### config.mk
export PLATFORM = sky130hd
export DESIGN_NAME = cross_mul_sched_flat
export DESIGN_NICKNAME = d
export VERILOG_FILES = /design/src/rtl/cross_mul_sched_pkg.sv /design/src/rtl/cross_mul_sched_if.sv /design/src/rtl/cross_mul_sched_rr_arbiter.sv /design/src/rtl/cross_mul_sched.sv /design/src/flat_wrapper.sv
export SDC_FILE = /design/constraint.sdc
export NUM_CORES = 1
export LEC_CHECK = 0
export BUFFER_PORTS_ARGS = -buffer_cell sky130_fd_sc_hd__clkbuf_2
export CAP_MARGIN = 20
export CORE_MARGIN = 3
export CORE_UTILIZATION = 41
export DETAILED_ROUTE_END_ITERATION = 7
export SYNTH_ARGS = -nofsm -noshare
export SYNTH_HDL_FRONTEND = slang
export SYNTH_SLANG_ARGS = --single-unit
### constraint.sdc
create_clock -name clk -period 12 [get_ports clk]
set_input_delay 0.6 -clock clk [delete_from_list [all_inputs] [get_ports clk]]
set_output_delay 0.6 -clock clk [all_outputs]
set_load 0.02 [all_outputs]
### src/rtl/cross_mul_sched_pkg.sv
// Shared types and constants for the cross-product multiplier scheduler.
// Operand packs hold six DW-bit fields; the offsets below are field indices, not bit positions.
package geo_pkg;

    localparam int DW   = 10;
    localparam int CP_W = 2 * DW + 2;
    localparam int NF   = 6;

    localparam int OX  = 0;
    localparam int OY  = 1;
    localparam int P1X = 2;
    localparam int P1Y = 3;
    localparam int P2X = 4;
    localparam int P2Y = 5;

    typedef enum logic [1:0] {
        IDLE,
        MUL1,
        MUL2,
        DONE
    } state_t;

    // Unsigned coordinates are widened by one bit so the difference is a proper signed value.
    function automatic logic signed [DW:0] diff_u(input logic [DW-1:0] a, input logic [DW-1:0] b);
        return $signed({1'b0, a}) - $signed({1'b0, b});
    endfunction

endpackage

### src/rtl/cross_mul_sched_if.sv
// Requester-side bus of the cross-product scheduler: level requests, operand packs, grant/done and result.
interface cross_mul_sched_if #(
    parameter int N_REQ = 2,
    parameter int DW    = geo_pkg::DW
) ();

    logic [N_REQ-1:0]        req;
    logic [N_REQ*6*DW-1:0]   op;
    logic [N_REQ-1:0]        gnt;
    logic [N_REQ-1:0]        done;
    logic signed [2*DW+1:0]  result;
    logic                    is_neg;
    logic                    is_zero;
    logic                    busy;

    modport master (
        output req, op,
        input  gnt, done, result, is_neg, is_zero, busy
    );

    modport slave (
        input  req, op,
        output gnt, done, result, is_neg, is_zero, busy
    );

endinterface

### src/rtl/cross_mul_sched_rr_arbiter.sv
// Combinational round-robin pick: the requester after last_ptr has highest priority.
module rr_arbiter #(
    parameter int N_REQ = 2,
    parameter int PW    = 1
) (
    input  logic [N_REQ-1:0] req,
    input  logic [PW-1:0]    last_ptr,
    input  logic             en,
    output logic [N_REQ-1:0] gnt,
    output logic [PW-1:0]    idx
);

    logic          found;
    logic [PW-1:0] cand;

    // Walk the ring starting one past the last winner; the first active request wins.
    always_comb begin
        gnt   = '0;
        idx   = '0;
        found = 1'b0;
        cand  = '0;
        for (int k = 1; k <= N_REQ; k++) begin
            cand = PW'((int'(last_ptr) + k) % N_REQ);
            if (en && !found && req[cand]) begin
                found     = 1'b1;
                gnt[cand] = 1'b1;
                idx       = cand;
            end
        end
    end

endmodule

### src/rtl/cross_mul_sched.sv
// Time-shares one signed (DW+1)x(DW+1) multiplier between requesters computing (p1-o) x (p2-o).
// Sequence: capture differences, first product, second product and subtract, one-cycle done.
module cross_mul_sched
    import geo_pkg::*;
#(
    parameter int N_REQ = 2
) (
    input  logic             clk,
    input  logic             reset,
    cross_mul_sched_if.slave bus
);

    localparam int PW  = (N_REQ > 1) ? $clog2(N_REQ) : 1;
    localparam int OPW = NF * DW;

    state_t                 state;
    logic [N_REQ-1:0]       gnt_q;
    logic [N_REQ-1:0]       arb_gnt;
    logic [PW-1:0]          last_ptr;
    logic [PW-1:0]          win_q;
    logic [PW-1:0]          arb_idx;
    logic [OPW-1:0]         sel_op;
    logic signed [DW:0]     d1x;
    logic signed [DW:0]     d1y;
    logic signed [DW:0]     d2x;
    logic signed [DW:0]     d2y;
    logic signed [DW:0]     mul_a;
    logic signed [DW:0]     mul_b;
    logic signed [CP_W-1:0] prod_a;
    logic signed [CP_W-1:0] mul_out;
    logic signed [CP_W-1:0] cp_next;
    logic signed [CP_W-1:0] result_q;
    logic                   is_neg_q;
    logic                   is_zero_q;

    rr_arbiter #(
        .N_REQ (N_REQ),
        .PW    (PW)
    ) u_arb (
        .req      (bus.req),
        .last_ptr (last_ptr),
        .en       (state == IDLE),
        .gnt      (arb_gnt),
        .idx      (arb_idx)
    );

    always_comb begin
        sel_op = '0;
        for (int i = 0; i < N_REQ; i++) begin
            if (arb_idx == PW'(i)) begin
                sel_op = bus.op[i*OPW +: OPW];
            end
        end
    end

    // The single multiplier: MUL1 forms d1x*d2y, every other cycle presents d2x*d1y for MUL2.
    always_comb begin
        mul_a = d2x;
        mul_b = d1y;
        if (state == MUL1) begin
            mul_a = d1x;
            mul_b = d2y;
        end
        mul_out = CP_W'(mul_a) * CP_W'(mul_b);
        cp_next = prod_a - mul_out;
    end

    always_ff @(posedge clk) begin
        if (reset) begin
            state     <= IDLE;
            gnt_q     <= '0;
            win_q     <= '0;
            last_ptr  <= PW'(N_REQ - 1);
            d1x       <= '0;
            d1y       <= '0;
            d2x       <= '0;
            d2y       <= '0;
            prod_a    <= '0;
            result_q  <= '0;
            is_neg_q  <= 1'b0;
            is_zero_q <= 1'b1;
        end else begin
            case (state)
                IDLE: begin
                    if (|bus.req) begin
                        gnt_q <= arb_gnt;
                        win_q <= arb_idx;
                        d1x   <= diff_u(sel_op[P1X*DW +: DW], sel_op[OX*DW +: DW]);
                        d1y   <= diff_u(sel_op[P1Y*DW +: DW], sel_op[OY*DW +: DW]);
                        d2x   <= diff_u(sel_op[P2X*DW +: DW], sel_op[OX*DW +: DW]);
                        d2y   <= diff_u(sel_op[P2Y*DW +: DW], sel_op[OY*DW +: DW]);
                        state <= MUL1;
                    end
                end
                MUL1: begin
                    prod_a <= mul_out;
                    state  <= MUL2;
                end
                MUL2: begin
                    result_q  <= cp_next;
                    is_neg_q  <= cp_next[CP_W-1];
                    is_zero_q <= (cp_next == '0);
                    state     <= DONE;
                end
                DONE: begin
                    last_ptr <= win_q;
                    gnt_q    <= '0;
                    state    <= IDLE;
                end
                default: state <= IDLE;
            endcase
        end
    end

    assign bus.gnt     = gnt_q;
    assign bus.done    = (state == DONE) ? gnt_q : '0;
    assign bus.result  = result_q;
    assign bus.is_neg  = is_neg_q;
    assign bus.is_zero = is_zero_q;
    assign bus.busy    = (state != IDLE);

endmodule

### src/flat_wrapper.sv
// flat-port wrapper written by rule: the top's interface ports become plain ports
module cross_mul_sched_flat import geo_pkg::*;
#(
    parameter int N_REQ = 2
)
  (clk, reset, bus_req, bus_op, bus_gnt, bus_done, bus_result, bus_is_neg, bus_is_zero, bus_busy);
  cross_mul_sched_if #(.N_REQ(N_REQ), .DW(DW)) bus_i ();
  input  logic clk;
  input  logic reset;
  input wire logic [$bits(bus_i.req)-1:0] bus_req;
  input wire logic [$bits(bus_i.op)-1:0] bus_op;
  output wire logic [$bits(bus_i.gnt)-1:0] bus_gnt;
  output wire logic [$bits(bus_i.done)-1:0] bus_done;
  output wire logic [$bits(bus_i.result)-1:0] bus_result;
  output wire logic [$bits(bus_i.is_neg)-1:0] bus_is_neg;
  output wire logic [$bits(bus_i.is_zero)-1:0] bus_is_zero;
  output wire logic [$bits(bus_i.busy)-1:0] bus_busy;
  assign bus_i.req = bus_req;
  assign bus_i.op = bus_op;
  assign bus_gnt = bus_i.gnt;
  assign bus_done = bus_i.done;
  assign bus_result = bus_i.result;
  assign bus_is_neg = bus_i.is_neg;
  assign bus_is_zero = bus_i.is_zero;
  assign bus_busy = bus_i.busy;
  cross_mul_sched #(.N_REQ(N_REQ)) u_core (.clk(clk), .reset(reset), .bus(bus_i));
endmodule
=== After elaboration in Yosys (flattened, before gate mapping) ===
Cells that the tools add are included.

* $lt $le $gt $ge: 4
* Multiplexer cells: 21
* Reductions and logical operators: 13
* Bitwise logic cells: 1
* $mul: 1
* Eq/ne operators: 4
* Add/sub/neg operators: 7

{| class="wikitable"
|+ Operator list
! operator !! count
|-
| 60-bit two-way mux || 1
|-
| 10-bit by 10-bit subtractor with 11-bit output || 4
|-
| 22-bit logical NOT || 1
|-
| 11-bit by 11-bit multiplier with 22-bit output || 1
|-
| 11-bit two-way mux || 2
|-
| 22-bit subtractor || 1
|-
| 2-bit two-way mux || 5
|-
| 1-bit two-way mux || 9
|-
| 2-bit case mux with 4 select lines || 1
|-
| 1-bit logical AND || 5
|-
| 2-bit equality test (second input constant) || 2
|-
| 1-bit by 2-bit < comparator with 1-bit output (second input constant) || 2
|-
| 2-bit case mux with 2 select lines || 1
|-
| 2-bit AND reduction || 2
|-
| 2-bit nonzero test || 2
|-
| 1-bit adder (second input constant) || 2
|-
| 1-bit demux with 1-bit select || 2
|-
| 2-bit by 1-bit equality test with 1-bit output (second input constant) || 1
|-
| 1-bit >= comparator (second input constant) || 2
|-
| 2-bit logical NOT || 1
|-
| 2-bit by 1-bit inequality test with 1-bit output (second input constant) || 1
|-
| 2-bit OR || 1
|-
| 2-bit OR reduction || 1
|-
| 1-bit logical NOT || 1
|}

* Logic and storage cells: 63
* Register bits: 96

=== Logic depth before layout (Yosys ltp) ===
* Depth in word-level cells: 11
* Mapped depth: 38
* Mapped depth without buffers: 35

=== Modules after synthesis ===
Synthesis repeated with hierarchy kept, for this count alone.

* Cell total of the unflattened synthesis: 1336
* Area total of the unflattened synthesis: 11526.1 um2

{| class="wikitable"
|+ Modules (own cells, without submodules)
! module !! cells each !! seq. area each (um2) !! area each (um2) !! instances
|-
| cross_mul_sched || 1330 || 1901.8 || 11499.8 || 1
|-
| rr_arbiter || 6 || 0.0 || 26.3 || 1
|}

=== Worst setup path after synthesis ===
Ideal clock, no wire load.

* Path type: reg-to-reg
* Start point: register u_core.state[1]
* End point: register u_core.is_zero_q, in the netlist u_core.bus.is_zero
* Cell stages (with the launch flop): 38
* Setup slack: 3462 ps
* Setup time: 87 ps
* Buffers on the path: 3
* Arrival: 8451 ps
* Period minus slack after synthesis: 8538 ps
* Path through: dfxtp_1 inv_1 ha_1 clkbuf_1 buf_1 mux2i_1 nor2_1 fa_1 inv_1 fa_1 inv_1 fa_1 fa_1 inv_1 fa_1 inv_1 ha_1 buf_2 [... 2 more ...] a31oi_1 o21bai_1 a21oi_1 xor2_1 ha_1 nand2_1 or3_1 or3b_1 o21ba_1 a21oi_1 o2111ai_1 nand4_2 maj3_2 maj3_2 maj3_2 a21oi_2 xnor3_1 o31ai_1

* Word-level cells in the longest chain between the ends: 5
* Elaborated cells between the ends (all ways): 7
* Those cells by class: add/sub: 1; mul: 1; eq/ne: 2; mux: 2; reduce/logical: 1

{| class="wikitable"
|+ Ends and longest elaborated chain
! element !! line !! text
|-
| from (decl) || cross_mul_sched.sv:16 || <nowiki>state_t state;</nowiki>
|-
| from (signal assigned) || cross_mul_sched.sv:70 || <nowiki>state <= IDLE;</nowiki>
|-
| from (signal assigned) || cross_mul_sched.sv:92 || <nowiki>state <= MUL1;</nowiki>
|-
| from (signal assigned) || cross_mul_sched.sv:97 || <nowiki>state <= MUL2;</nowiki>
|-
| 2-bit by 1-bit equality test with 1-bit output || cross_mul_sched.sv:60 || <nowiki>if (state == MUL1) begin</nowiki>
|-
| 11-bit two-way mux || cross_mul_sched.sv:60 ||
|-
| 11-bit by 11-bit multiplier with 22-bit output || cross_mul_sched.sv:64 || <nowiki>mul_out = CP_W'(mul_a) * CP_W'(mul_b);</nowiki>
|-
| 22-bit subtractor || cross_mul_sched.sv:65 || <nowiki>cp_next = prod_a - mul_out;</nowiki>
|-
| 22-bit logical NOT || cross_mul_sched.sv:102 || <nowiki>is_zero_q <= (cp_next == '0);</nowiki>
|-
| to (signal assigned) || cross_mul_sched.sv:102 ||
|-
| to (decl) || cross_mul_sched.sv:34 || <nowiki>logic is_zero_q;</nowiki>
|}

Several ways; a longest one is shown, not always the timed one.
A chain may end at the register's enable or synchronous reset.

=== Final worst setup path ===
Same ends and word-level chain as after synthesis.

==> results.py <==
metrics = {
    "global_route": {
        "grt.total_usage": 0.181,
        "grt_pass1_vias": 9312,
        "grt_overflow": 0,
        "grt_pass1_wl_microns": 45500,
        "grt_start_max_net_pins": 96,
        "antenna_found_initial": 0,
    },
    "die": {
        "die_y_microns": 173,
        "die_w_microns": 173,
        "dieArea_sq_mm": 0.0300,
        "core_area_sq_mm": 0.0272,
        "rows": 60,
        "start_util": 0.422,
        "io_pins": 153,
    },
    "cts": {
        "post-cts-setup-buffers": 0,
        "clk_pin_slew_worst_paths_ps": 70,
        "hold_buffers": 0,
        "numCtsBuffers": 9,
        "cts_tree": "done",
        "cts_buffer_depth": 2,
        "cts_htree_levels": 3,
        "clock-sinks": 95,
        "cts_resized": 0,
        "insertion_delay_ps": 360,
        "root_buffer": "clkbuf_16",
    },
    "logic_synthesis": {
        "synthCells": 1319,
        "synth_compound_area_frac": 0.119,
        "synth_ff_type": "dfxtp_1",
        "synth.top_cell.area_share": 0.213,
        "async_flop_share": 0,
        "synth-simple-area-share": 0.131,
        "synth_warnings": 0,
        "synth-edff-count": 0,
        "synth_top_family_by_area": "adder cells",
        "synth_top_area_cell": "fa_1",
        "synth_area_leaders": "fa_1, dfxtp_1, ha_1",
        "synth_xor_area_frac": 0.0602,
        "synth_nets": 1671,
        "synth_seq_cells": 95,
        "avgSynthCellArea_sq_um": 8.69,
        "synthAdderAreaFrac": 0.336,
        "synth.area.mux_share": 0.113,
        "yosysMostFrequentCell": "inv_1",
        "synthTopCellsByCount": "inv_1, nor2_1, nand2_1",
        "yosysUniqueCellTypes": 59,
        "mappedNetlistArea_sq_mm": 0.0115,
        "yosysSeqAreaShare": 0.166,
    },
    "setup_path": {
        "worstPathRequired_ps": 12270,
        "path_common_cell": "inv_1",
        "critPathMaxStageDelay_ps": 850,
        "arrival_ps": 9380,
        "critPathSlowestCell": "ha_2",
        "crit_fanout": 39,
        "r2r_slack_ps": 2890,
        "cp_top_family": "adder cells",
        "crit_buf_inv": 6,
        "endpoint_kind": "flip-flop",
        "crit_type": "reg2reg",
        "start_kind": "flip-flop",
    },
    "sta": {
        "rsz0062_at_grt": "false",
        "timing.hold.ws_ps": 459,
        "tightest_slew_ps": 1030,
        "slew_headroom": 0.314,
        "report.final.slew_viol_count": 0,
        "fmax_mhz": 110,
        "fin_setup_tns_ps": 0,
        "hold_viol_final": 0,
        "fin_skew_ps": 15.0,
        "setup_viol": 0,
        "post-route-period-util": 0.759,
        "min_period_ps": 9110,
    },
    "layout": {
        "drive_above_1_share": 0.173,
        "nFillCells": 2753,
        "multi_input_area_sq_mm": 0.00872,
        "seqCellArea_sq_mm": 0.00190,
        "layout.nets": 1801,
        "area_growth_pct": 12.7,
        "num_antenna_cells": 0,
    },
    "drt": {
        "wl_per_cell_microns": 14.4,
        "drtIter0Drc": 350,
        "dr.pass1.iters": 5,
        "remaining_drc_errors": 0,
        "vias_per_cell": 4.94,
        "drt-total-wl_microns": 26400,
        "vias": 9025,
        "ant_nets": 0,
    },
    "placement": {
        "place.port_buffers": 152,
        "place.gp.congestion": 0.864,
        "place_hpwl_microns": 22000,
    },
    "run": {
        "cap_violations": 0,
    },
    "hold_path": {
        "hold_path.class": "reg2reg",
    },
    "status": {
        "status": "complete, no violations",
    },
}
cell usage in the layout, fill, tap and decap left out, drive strengths merged, types with 3 or more instances in the layout:
master and n:
mux2 55, and2 8, nand2 142, nor2b 18, a211oi 24, o21bai 9, xnor2 48, nand2b 15
xor2 26, nand4 3, o21ai 33, o31a 5, maj3 7, ha 106, inv 186, a21oi 79
buf 10, fa 122, a21o 33, clkbuf 161, nor2 144, nand3 6, clkinv 4, mux2i 68
o21a 10, nor3 6, dfxtp 95
logic make-up after synthesis:
group	Yosys count
buffers and inverters	227
adders and majority gates	235
AOI/OAI and AO/OA	211
muxes	123
and+or+nand+nor	353
DFF	95
xor gates and xnor gates	75
path summary, 6_finish.rpt:
| check | cells after the start | to | from |
|---|---|---|---|
| hold reg to reg | 2 | u_core.win_q | u_core.win_q |
| hold / removal | 2 | u_core.win_q | u_core.win_q |
| setup / recovery | 34 | u_core.bus.is_zero | u_core.state[1] |
| setup reg to reg | 34 | u_core.bus.is_zero | u_core.state[1] |
worst register-to-register path, delay by kind of cell, from the launching register on:
kind	cells	cell delay, ps
fa+ha+maj	11	4670
compound gates	9	1520
simple gates	5	1080
mux	1	590
xor+xnor	2	470
buf+inv	6	350
flops	1	340
per-stage QoR:
stage | util | cells | worst slack, ps | instance area [sq um]
5_1_grt | 0.475 | 1826 | 2320 | 12900
6_report | 0.475 | 1826 | 2890 | 12900
4_1_cts | 0.475 | 1826 | 2870 | 12900
3_5_place_dp | 0.464 | 1810 | 2900 | 12600
2_1_floorplan | - | 1319 | 3460 | 11500
3_3_place_gp | 0.464 | 1810 | 3080 | 12600
state kept, by name (all words and copies together) (netlist names):
| signal | count |
|---|---|
| u_core.last_ptr | 1 |
| u_core.d1x | 11 |
| u_core.win_q | 1 |
| u_core.bus.is_zero | 1 |
| u_core.d2x | 11 |
| u_core.bus.gnt | 2 |
| u_core.state | 2 |
| u_core.prod_a | 22 |
| u_core.bus.is_neg | 1 |
| u_core.d2y | 11 |
| u_core.bus.result | 21 |
| u_core.d1y | 11 |
layout make-up:
type                       count  area share
clock buffer                  10      0.0177
clock inverter                 6     0.00591
inverter                     185      0.0538
multi-input combinational    997       0.675
sequential                    95       0.147
tap                          372      0.0360
timing repair buffer         161      0.0641
layer usage:
| layer | GRT usage | share of wire | vias up |
|---|---|---|---|
| li1 | - | - | 4571 |
| met1 | 0.238 | 0.46 | 4257 |
| met2 | 0.324 | 0.49 | 174 |
| met3 | 0.0237 | 0.033 | 23 |
| met4 | 0.0311 | 0.011 | 0 |
| met5 | 0 | 0 | - |
Power is left out: the tool's default activity adds up to more than one toggle a clock period on the data nets, which glitch-free logic cannot reach.
